==> src/rtl/per_rr_arbiter.sv <==
// Round-robin arbiter sharing one peripheral slave port among NB_MASTERS requesters.
// In-order responses are steered back to their issuer by a source-ID FIFO.
module per_rr_arbiter #(
    parameter int NB_MASTERS      = 4,
    parameter int MAX_OUTSTANDING = 4
) (
    input  logic                       clk_i,
    input  logic                       rst_ni,
    input  logic [NB_MASTERS-1:0]      m_req_i,
    input  logic [NB_MASTERS-1:0][31:0] m_add_i,
    input  logic [NB_MASTERS-1:0]      m_we_n_i,
    input  logic [NB_MASTERS-1:0][31:0] m_wdata_i,
    input  logic [NB_MASTERS-1:0][3:0] m_be_i,
    output logic [NB_MASTERS-1:0]      m_gnt_o,
    output logic [NB_MASTERS-1:0]      m_r_valid_o,
    output logic [NB_MASTERS-1:0]      m_r_opc_o,
    output logic [NB_MASTERS-1:0][31:0] m_r_rdata_o,
    output logic                       s_req_o,
    output logic [31:0]                s_add_o,
    output logic                       s_we_n_o,
    output logic [31:0]                s_wdata_o,
    output logic [3:0]                 s_be_o,
    input  logic                       s_gnt_i,
    input  logic                       s_r_valid_i,
    input  logic                       s_r_opc_i,
    input  logic [31:0]                s_r_rdata_i,
    output logic                       busy_o,
    output logic                       err_o
);

    // state     | meaning
    // ST_FREE   | winner chosen round-robin from rr_ptr
    // ST_LOCKED | previous request was not granted; lock_id keeps the slave port

    localparam int IW = (NB_MASTERS > 1) ? $clog2(NB_MASTERS) : 1;
    localparam int PW = (MAX_OUTSTANDING > 1) ? $clog2(MAX_OUTSTANDING) : 1;
    localparam int CW = $clog2(MAX_OUTSTANDING + 1);

    typedef enum logic {ST_FREE, ST_LOCKED} state_t;

    state_t          state_q, state_d;
    logic [IW-1:0]   lock_id_q, lock_id_d;
    logic [IW-1:0]   rr_ptr_q;
    logic [IW-1:0]   rr_win;
    logic [IW-1:0]   win;
    logic [IW-1:0]   scan_idx;
    logic            scan_found;
    logic            lock_hold;
    logic            any_req;
    logic            full;
    logic            empty;
    logic            push;
    logic            pop;
    logic [IW-1:0]   fifo_q [MAX_OUTSTANDING];
    logic [IW-1:0]   head;
    logic [PW-1:0]   wr_ptr_q, rd_ptr_q;
    logic [CW-1:0]   count_q;
    logic            err_q;

    function automatic logic [PW-1:0] ptr_inc(input logic [PW-1:0] p);
        if (p == PW'(MAX_OUTSTANDING - 1)) return '0;
        return p + 1'b1;
    endfunction

    assign any_req   = |m_req_i;
    assign full      = (count_q == CW'(MAX_OUTSTANDING));
    assign empty     = (count_q == '0);
    assign lock_hold = (state_q == ST_LOCKED) && m_req_i[lock_id_q];
    assign win       = lock_hold ? lock_id_q : rr_win;
    assign s_req_o   = rst_ni & any_req & ~full;
    assign push      = s_req_o & s_gnt_i;
    assign pop       = s_r_valid_i & ~empty;
    assign head      = fifo_q[rd_ptr_q];

    // First requester at or after rr_ptr, wrapping around.
    always_comb begin
        rr_win     = rr_ptr_q;
        scan_found = 1'b0;
        scan_idx   = '0;
        for (int i = 0; i < NB_MASTERS; i++) begin
            scan_idx = IW'((int'(rr_ptr_q) + i) % NB_MASTERS);
            if (!scan_found && m_req_i[scan_idx]) begin
                scan_found = 1'b1;
                rr_win     = scan_idx;
            end
        end
    end

    always_ff @(posedge clk_i or negedge rst_ni) begin
        if (!rst_ni) begin
            state_q   <= ST_FREE;
            lock_id_q <= '0;
        end else begin
            state_q   <= state_d;
            lock_id_q <= lock_id_d;
        end
    end

    // A dropped lock request simply falls back to round-robin via lock_hold.
    always_comb begin
        state_d   = ST_FREE;
        lock_id_d = lock_id_q;
        if (s_req_o && !s_gnt_i) begin
            state_d   = ST_LOCKED;
            lock_id_d = win;
        end
    end

    always_comb begin
        m_gnt_o     = '0;
        m_r_valid_o = '0;
        m_r_opc_o   = '0;
        if (push) m_gnt_o[win] = 1'b1;
        if (pop && rst_ni) begin
            m_r_valid_o[head] = 1'b1;
            m_r_opc_o[head]   = s_r_opc_i;
        end
        for (int i = 0; i < NB_MASTERS; i++) begin
            m_r_rdata_o[i] = rst_ni ? s_r_rdata_i : 32'h0;
        end
        s_add_o   = s_req_o ? m_add_i[win]   : 32'h0;
        s_we_n_o  = s_req_o ? m_we_n_i[win]  : 1'b0;
        s_wdata_o = s_req_o ? m_wdata_i[win] : 32'h0;
        s_be_o    = s_req_o ? m_be_i[win]    : 4'h0;
        busy_o    = ~empty;
        err_o     = err_q;
    end

    always_ff @(posedge clk_i or negedge rst_ni) begin
        if (!rst_ni) begin
            rr_ptr_q <= '0;
        end else if (push) begin
            rr_ptr_q <= (win == IW'(NB_MASTERS - 1)) ? '0 : win + 1'b1;
        end
    end

    always_ff @(posedge clk_i) begin
        if (push) fifo_q[wr_ptr_q] <= win;
    end

    always_ff @(posedge clk_i or negedge rst_ni) begin
        if (!rst_ni) begin
            wr_ptr_q <= '0;
            rd_ptr_q <= '0;
            count_q  <= '0;
        end else begin
            if (push) wr_ptr_q <= ptr_inc(wr_ptr_q);
            if (pop)  rd_ptr_q <= ptr_inc(rd_ptr_q);
            case ({push, pop})
                2'b10:   count_q <= count_q + 1'b1;
                2'b01:   count_q <= count_q - 1'b1;
                default: count_q <= count_q;
            endcase
        end
    end

    always_ff @(posedge clk_i or negedge rst_ni) begin
        if (!rst_ni) begin
            err_q <= 1'b0;
        end else if (s_r_valid_i && empty) begin
            err_q <= 1'b1;
        end
    end

endmodule
==> config.mk <==
export PLATFORM = sky130hd
export DESIGN_NAME = per_rr_arbiter
export DESIGN_NICKNAME = d
export VERILOG_FILES = /design/src/rtl/per_rr_arbiter.sv
export SDC_FILE = /design/constraint.sdc
export NUM_CORES = 1
export LEC_CHECK = 0
export ABC_CLOCK_PERIOD_IN_PS = 5800
export CORE_AREA = 2 2 203 205
export CTS_BUF_LIST = sky130_fd_sc_hd__clkbuf_4 sky130_fd_sc_hd__clkbuf_8
export CTS_CLUSTER_DIAMETER = 80
export DETAILED_ROUTE_END_ITERATION = 7
export DIE_AREA = 0 0 205 207
export SETUP_SLACK_MARGIN = 0.2
export SYNTH_ARGS = -nofsm -noshare
export SYNTH_HDL_FRONTEND = slang
export SYNTH_SLANG_ARGS = --single-unit
==> constraint.sdc <==
create_clock -name clk_i -period 5.8 [get_ports clk_i]
set_input_delay 0.87 -clock clk_i [delete_from_list [all_inputs] [get_ports clk_i]]
set_output_delay 0.87 -clock clk_i [all_outputs]
set_load 0.05 [all_outputs]
; Yosys cells after proc, flatten, opt, wreduce, memory -nomap -nowiden
; Memories as Yosys holds them, arrays and structs flattened.
; Cells that the tools add are included.
[word_totals]
reg_bits = 13
mem_bits_rw = 8
in_bits = 317
out_inout_bits = 212
wordCells = 104
mem_count = 1
[classes]
add_sub_neg = 8
n_lt_le_gt_ge = 9
n_eq_ne = 6
mux = 50
bitwise_logic = 7
n_reduce_logical = 16
[memory_table]
columns = name, words, width, rd, rd_clocked_by_memory_dff, write_ports, line
row1 = fifo_q, 4, 2, 1, 0, 1, 54  ; logic [IW-1:0] fifo_q [MAX_OUTSTANDING];
[op_table]
columns = op, n
row1 = 32-bit 2-to-1 mux, 5
row2 = 32-bit binary-select mux with 2-bit select, 2
row3 = "2-bit by 3-bit < comparator with 1-bit output, second input constant", 7
row4 = 4-bit 2-to-1 mux, 5
row5 = 1-bit 2-to-1 mux, 19
row6 = 2-bit 2-to-1 mux, 9
row7 = 1-bit binary-select mux with 2-bit select, 6
row8 = 1-bit logical AND, 9
row9 = "2-bit by 1-bit adder with 2-bit output, second input constant", 4
row10 = 4-bit binary-select mux with 2-bit select, 1
row11 = "2-bit == test, second input constant", 4
row12 = 3-bit one-hot mux with 2 select lines, 1
row13 = "2-bit adder, second input constant", 2
row14 = 1-bit bitwise AND, 4
row15 = 4-bit bitwise AND, 1
row16 = 1-bit demux with 2-bit select, 2
row17 = "2-bit by 1-bit greater-or-equal comparator with 1-bit output, second input constant", 2
row18 = 1-bit zero test, 4
row19 = 4-bit OR reduction, 1
row20 = "3-bit by 1-bit adder with 3-bit output, second input constant", 1
row21 = "3-bit == test, second input constant", 1
row22 = 3-bit zero test, 1
row23 = "3-bit by 1-bit subtractor with 3-bit output, second input constant", 1
row24 = "2-bit by 1-bit == test with 1-bit output, second input constant", 1
row25 = other kinds (2), 3

; Longest topological paths before layout
[logic_depth]
word_depth = 18
mapped_depth = 10

; Worst setup path before layout
; No wires, ideal clock.
[synth_path]
path_type = input to output
from = in m_req_i[2]
to = out s_add_o[0]
arrival_time_ns = 2.801
t_required_ns = 4.930
setup_slack_ns = 2.129
cell_stages = 10
cell_sequence = inv_2 nand3_1 a311o_1 nand2_1 nand2_1 inv_2 buf_6 buf_4 mux2i_1 o22ai_1
[synth_between]
elab_chain_cells = 16
word_cells_on_any_way = 30
cone_classes = 20 x mux / 2 x bitwise / 8 x reduce/logical
[synth_rtl]
columns = item, line
row1 = from (decl), 9  ; input logic [NB_MASTERS-1:0] m_req_i,
row2 = 1-bit binary-select mux with 2-bit select, 82  ; if (!scan_found && m_req_i[scan_idx]) begin
row3 = 1-bit 2-to-1 mux (not written as such), 82
row4 = 1-bit 2-to-1 mux, 82
row5 = 1-bit zero test, 82
row6 = 1-bit logical AND, 82
row7 = 1-bit 2-to-1 mux, 82
row8 = 1-bit zero test, 82
row9 = 1-bit logical AND, 82
row10 = 1-bit 2-to-1 mux, 82
row11 = 1-bit zero test, 82
row12 = 1-bit logical AND, 82
row13 = 2-bit 2-to-1 mux, 82
row14 = 2-bit 2-to-1 mux (*), 69  ; assign win = lock_hold ? lock_id_q : rr_win;
row15 = named net win[0], 45  ; logic [IW-1:0] win;
row16 = 32-bit binary-select mux with 2-bit select (*), 121  ; s_add_o = s_req_o ? m_add_i[win] : 32'h0;
row17 = 32-bit 2-to-1 mux (not written as such) (*), 121
row18 = 32-bit 2-to-1 mux (*), 121
row19 = to (decl), 19  ; output logic [31:0] s_add_o,
; The timed path passes the listed nets; every way through them passes the cells marked *. The select of a mux whose other input is x is not followed.

; Worst setup path in the final report
[layout_path]
from = in m_req_i[0]
to = out s_wdata_o[22]
[layout_between]
elab_chain_cells = 16
word_cells_on_any_way = 30
cone_classes = 20 x mux / 2 x bitwise / 8 x reduce/logical
[layout_rtl]
columns = item, line
row1 = 1-bit binary-select mux with 2-bit select, 82
row2 = 1-bit 2-to-1 mux (not written as such), 82
row3 = 1-bit 2-to-1 mux, 82
row4 = 1-bit zero test, 82
row5 = 1-bit logical AND, 82
row6 = 1-bit 2-to-1 mux, 82
row7 = 1-bit zero test, 82
row8 = 1-bit logical AND, 82
row9 = 1-bit 2-to-1 mux, 82
row10 = 1-bit zero test, 82
row11 = 1-bit logical AND, 82
row12 = 2-bit 2-to-1 mux, 82
row13 = 2-bit 2-to-1 mux (*), 69
row14 = named net win[0], 45
row15 = 32-bit binary-select mux with 2-bit select (*), 123  ; s_wdata_o = s_req_o ? m_wdata_i[win] : 32'h0;
row16 = 32-bit 2-to-1 mux (not written as such) (*), 123
row17 = 32-bit 2-to-1 mux (*), 123
row18 = to (decl), 21  ; output logic [31:0] s_wdata_o,
; Marks and branches as above.

==> flow_summary.toml <==
[die]
core_region_area_mm2 = 0.0404
die_w_um = 205
die-area_mm2 = 0.0424
start_util = 0.105
ios = 529
die_y_um = 207
rows = 74

[timing]
rsz0062_at_grt = "false"
tightestPinTransition_ns = 0.956
hold_violations = 0
period_share = 0.800
whs_ns = 0.496
fmax_mhz = 215
fin_skew_ns = 0.00164
maxSlewViolCount = 0
relSlewSlack = 0.362
setup_tns_ns = 0
setup_violations = 0
fin_crit_ns = 4.64

[worst_setup_path]
start_kind = "primary input"
required_ns = 4.93
critPathMaxStageDelay_ns = 0.50
timing.rr.start = "count_q[0]$_DFFE_PN0P_"
crit_family = "buffers and inverters"
critPathSlowestCell = "clkdlybuf4s50_1"
cp_cell_sequence = "clkdlybuf4s50_1, inv_1, nand3_1, a311o_1, nand2_1, nand2_1, clkinv_4, buf_12, mux2i_1, o22ai_1, buf_12"
r2r-end = "count_q[2]$_DFFE_PN0P_"
worst-path-buf-inv = 5
worst-endpoint-arrival_ns = 3.77
path_class = "in -> out"
crit_fanout = 58
end_kind = "primary output"
reg2regPathDepth = 10
rrSetupSlack_ns = 3.54

[clock_network]
postCtsResizedCells = 0
cts_tree = "yes"
cts_buffers = 3
clk_latency_ns = 0.27
cts_setup_buffers = 0
root_buffer = "clkbuf_8"
htree_levels = 1
cts.hold.buffers_added = 0
clk_pin_slew_ns = 0.08
cts_buffer_depth = 2
cts.sinks = 21

[drt]
first_iter_violations = 147
post_drt_wl_per_cell_um = 17.6
vias_per_cell = 3.70
wl_um = 25200
ant_nets = 0
num_vias = 5291
drtPass1Iterations = 4
drc = 0

[finish]
final_util = 0.250
layout.cells.non_filler = 1429
drive_above_1_share = 0.114
nets = 1220
area_delta_synth_final_pct = 138
layout_common_cells = "457 x clkdlybuf4s50_1, 139 x mux2i_1, 71 x buf_12, 59 x o22ai_1, 33 x and2_1"
layout_commonest_cell = "clkdlybuf4s50_1"
final_area_mm2 = 0.0101
n_fill_cell = 4348

[worst_hold_path]
hp-class = "reg -> reg"
hp-start = "count_q[0]$_DFFE_PN0P_"
hold_end = "count_q[0]$_DFFE_PN0P_"
whs_path_depth = 1

[logic_synthesis]
synth_async_sr_flop_share = 0.619
syn-num-nets = 813
synthAdderAreaFrac = 0.0343
synth_flop_cell = "dfrtp_1"
netlist_area_mm2 = 0.00424
ys_ff_latch = 21
synth_compound_area_frac = 0.142
synth_edf_count = 8
syn_area_per_cell_um2 = 8.74
postSynthCellCount = 485
synth_top_family_by_area = "multiplexers"
synth.area.mux_share = 0.356
ys_types = 44
synth-xor-area-share = 0.00620
seq_area_frac_synth = 0.133
ys_warn_count = 0
synth-simple-area-share = 0.0954

[place]
gp_congestion = 0.876
place_area_mm2 = 0.0100
io_buffers = 528
dpl.cell_count = 1419
hpwlAfterDp_um = 22300

[grt]
antenna_found_initial = 7
grt_use_met3 = 0.0233
met1_usage = 0.112
grt_util_met2 = 0.218
track_usage = 0.110
grt_pass1_wl_um = 35000
busiest_layer = "met2"
grt_pass1_vias = 5252
grt_overflow = 0
grt_max_degree = 70

[pwr]
pwr_density_cell_mw_per_mm2 = 404
ir_worst_vdd_uv = 213
p_leak_nw = 4.15

[flow_run]
drv_cap = 0

[run_status]
status = "finished, final reports clean"
-- Yosys cell counts, types with 9 or more instances --
cell type    n  area, um2
mux2i_1    139       1390
dfrtp_1     13        325
nand2_1      9       33.8
buf_4      107        803
o22ai_1     59        369
and2_1      33        206
inv_1       10       37.5
nor2_1      13       48.8
o22ai_2     10        125
buf_2       14       70.1
ha_1        10        125
-- routing by layer --
metal,up-vias,wire length (um)
li1,2493,-
met1,2439,8810
met2,335,13600
met3,22,2130
met4,2,598
met5,-,13
-- per-stage QoR --
step	power (mW)	worst slack, ns
4_1_cts	4.13	1.12
3_3_place_gp	3.99	1.15
5_1_grt	4.26	0.958
3_5_place_dp	4.02	1.13
2_1_floorplan	2.47	2.13
6_report	4.08	1.16
-- area by class of cell --
class	count	area, um2	share of cell area
well taps	532	666	0.0660
clock inverters	1	5.00	0.000497
repair buffers	533	6030	0.599
inverters	13	55.1	0.00546
diodes	6	15.0	0.00149
flip-flops and latches	21	566	0.0561
multi-input cells	320	2700	0.268
clock buffers	3	41.3	0.00410
-- worst max path at each step --
stage | slack [ns] | cells after the start | startpoint | end
finish | 1.16 | 11 | m_req_i[0] | s_wdata_o[22]
global route | 0.96 | 11 | m_req_i[0] | s_add_o[0]
CTS | 1.12 | 11 | m_req_i[0] | s_add_o[0]
detailed placement | 1.13 | 11 | m_req_i[0] | s_add_o[0]
global placement | 1.15 | 11 | m_req_i[0] | s_add_o[0]
floorplan | 2.13 | 10 | m_req_i[2] | s_add_o[0]
-- registers in the layout, summed over array words and instances, names as in the netlist --
name,flops
fifo_q,8
count_q,3
lock_id_q,2
rd_ptr_q,2
rr_ptr_q,2
wr_ptr_q,2
err_o,1
state_q,1
-- where the power goes --
part / internal (mW) / switching (mW) / total [mW]
Clock: 0.0480 / 0.0532 / 0.101
Sequential: 0.215 / 0.0518 / 0.267
Combinational: 1.64 / 2.07 / 3.71
-- cell families (layout without fill, tap and decap cells) --
family	after synthesis	in the layout
mux	147	147
buf+inv	144	550
compound gates	85	85
simple gates	74	74
flops	21	21
fa+ha+maj	11	11
xor+xnor	3	3
other cells	0	6
(Power assumes the default switching activity.)
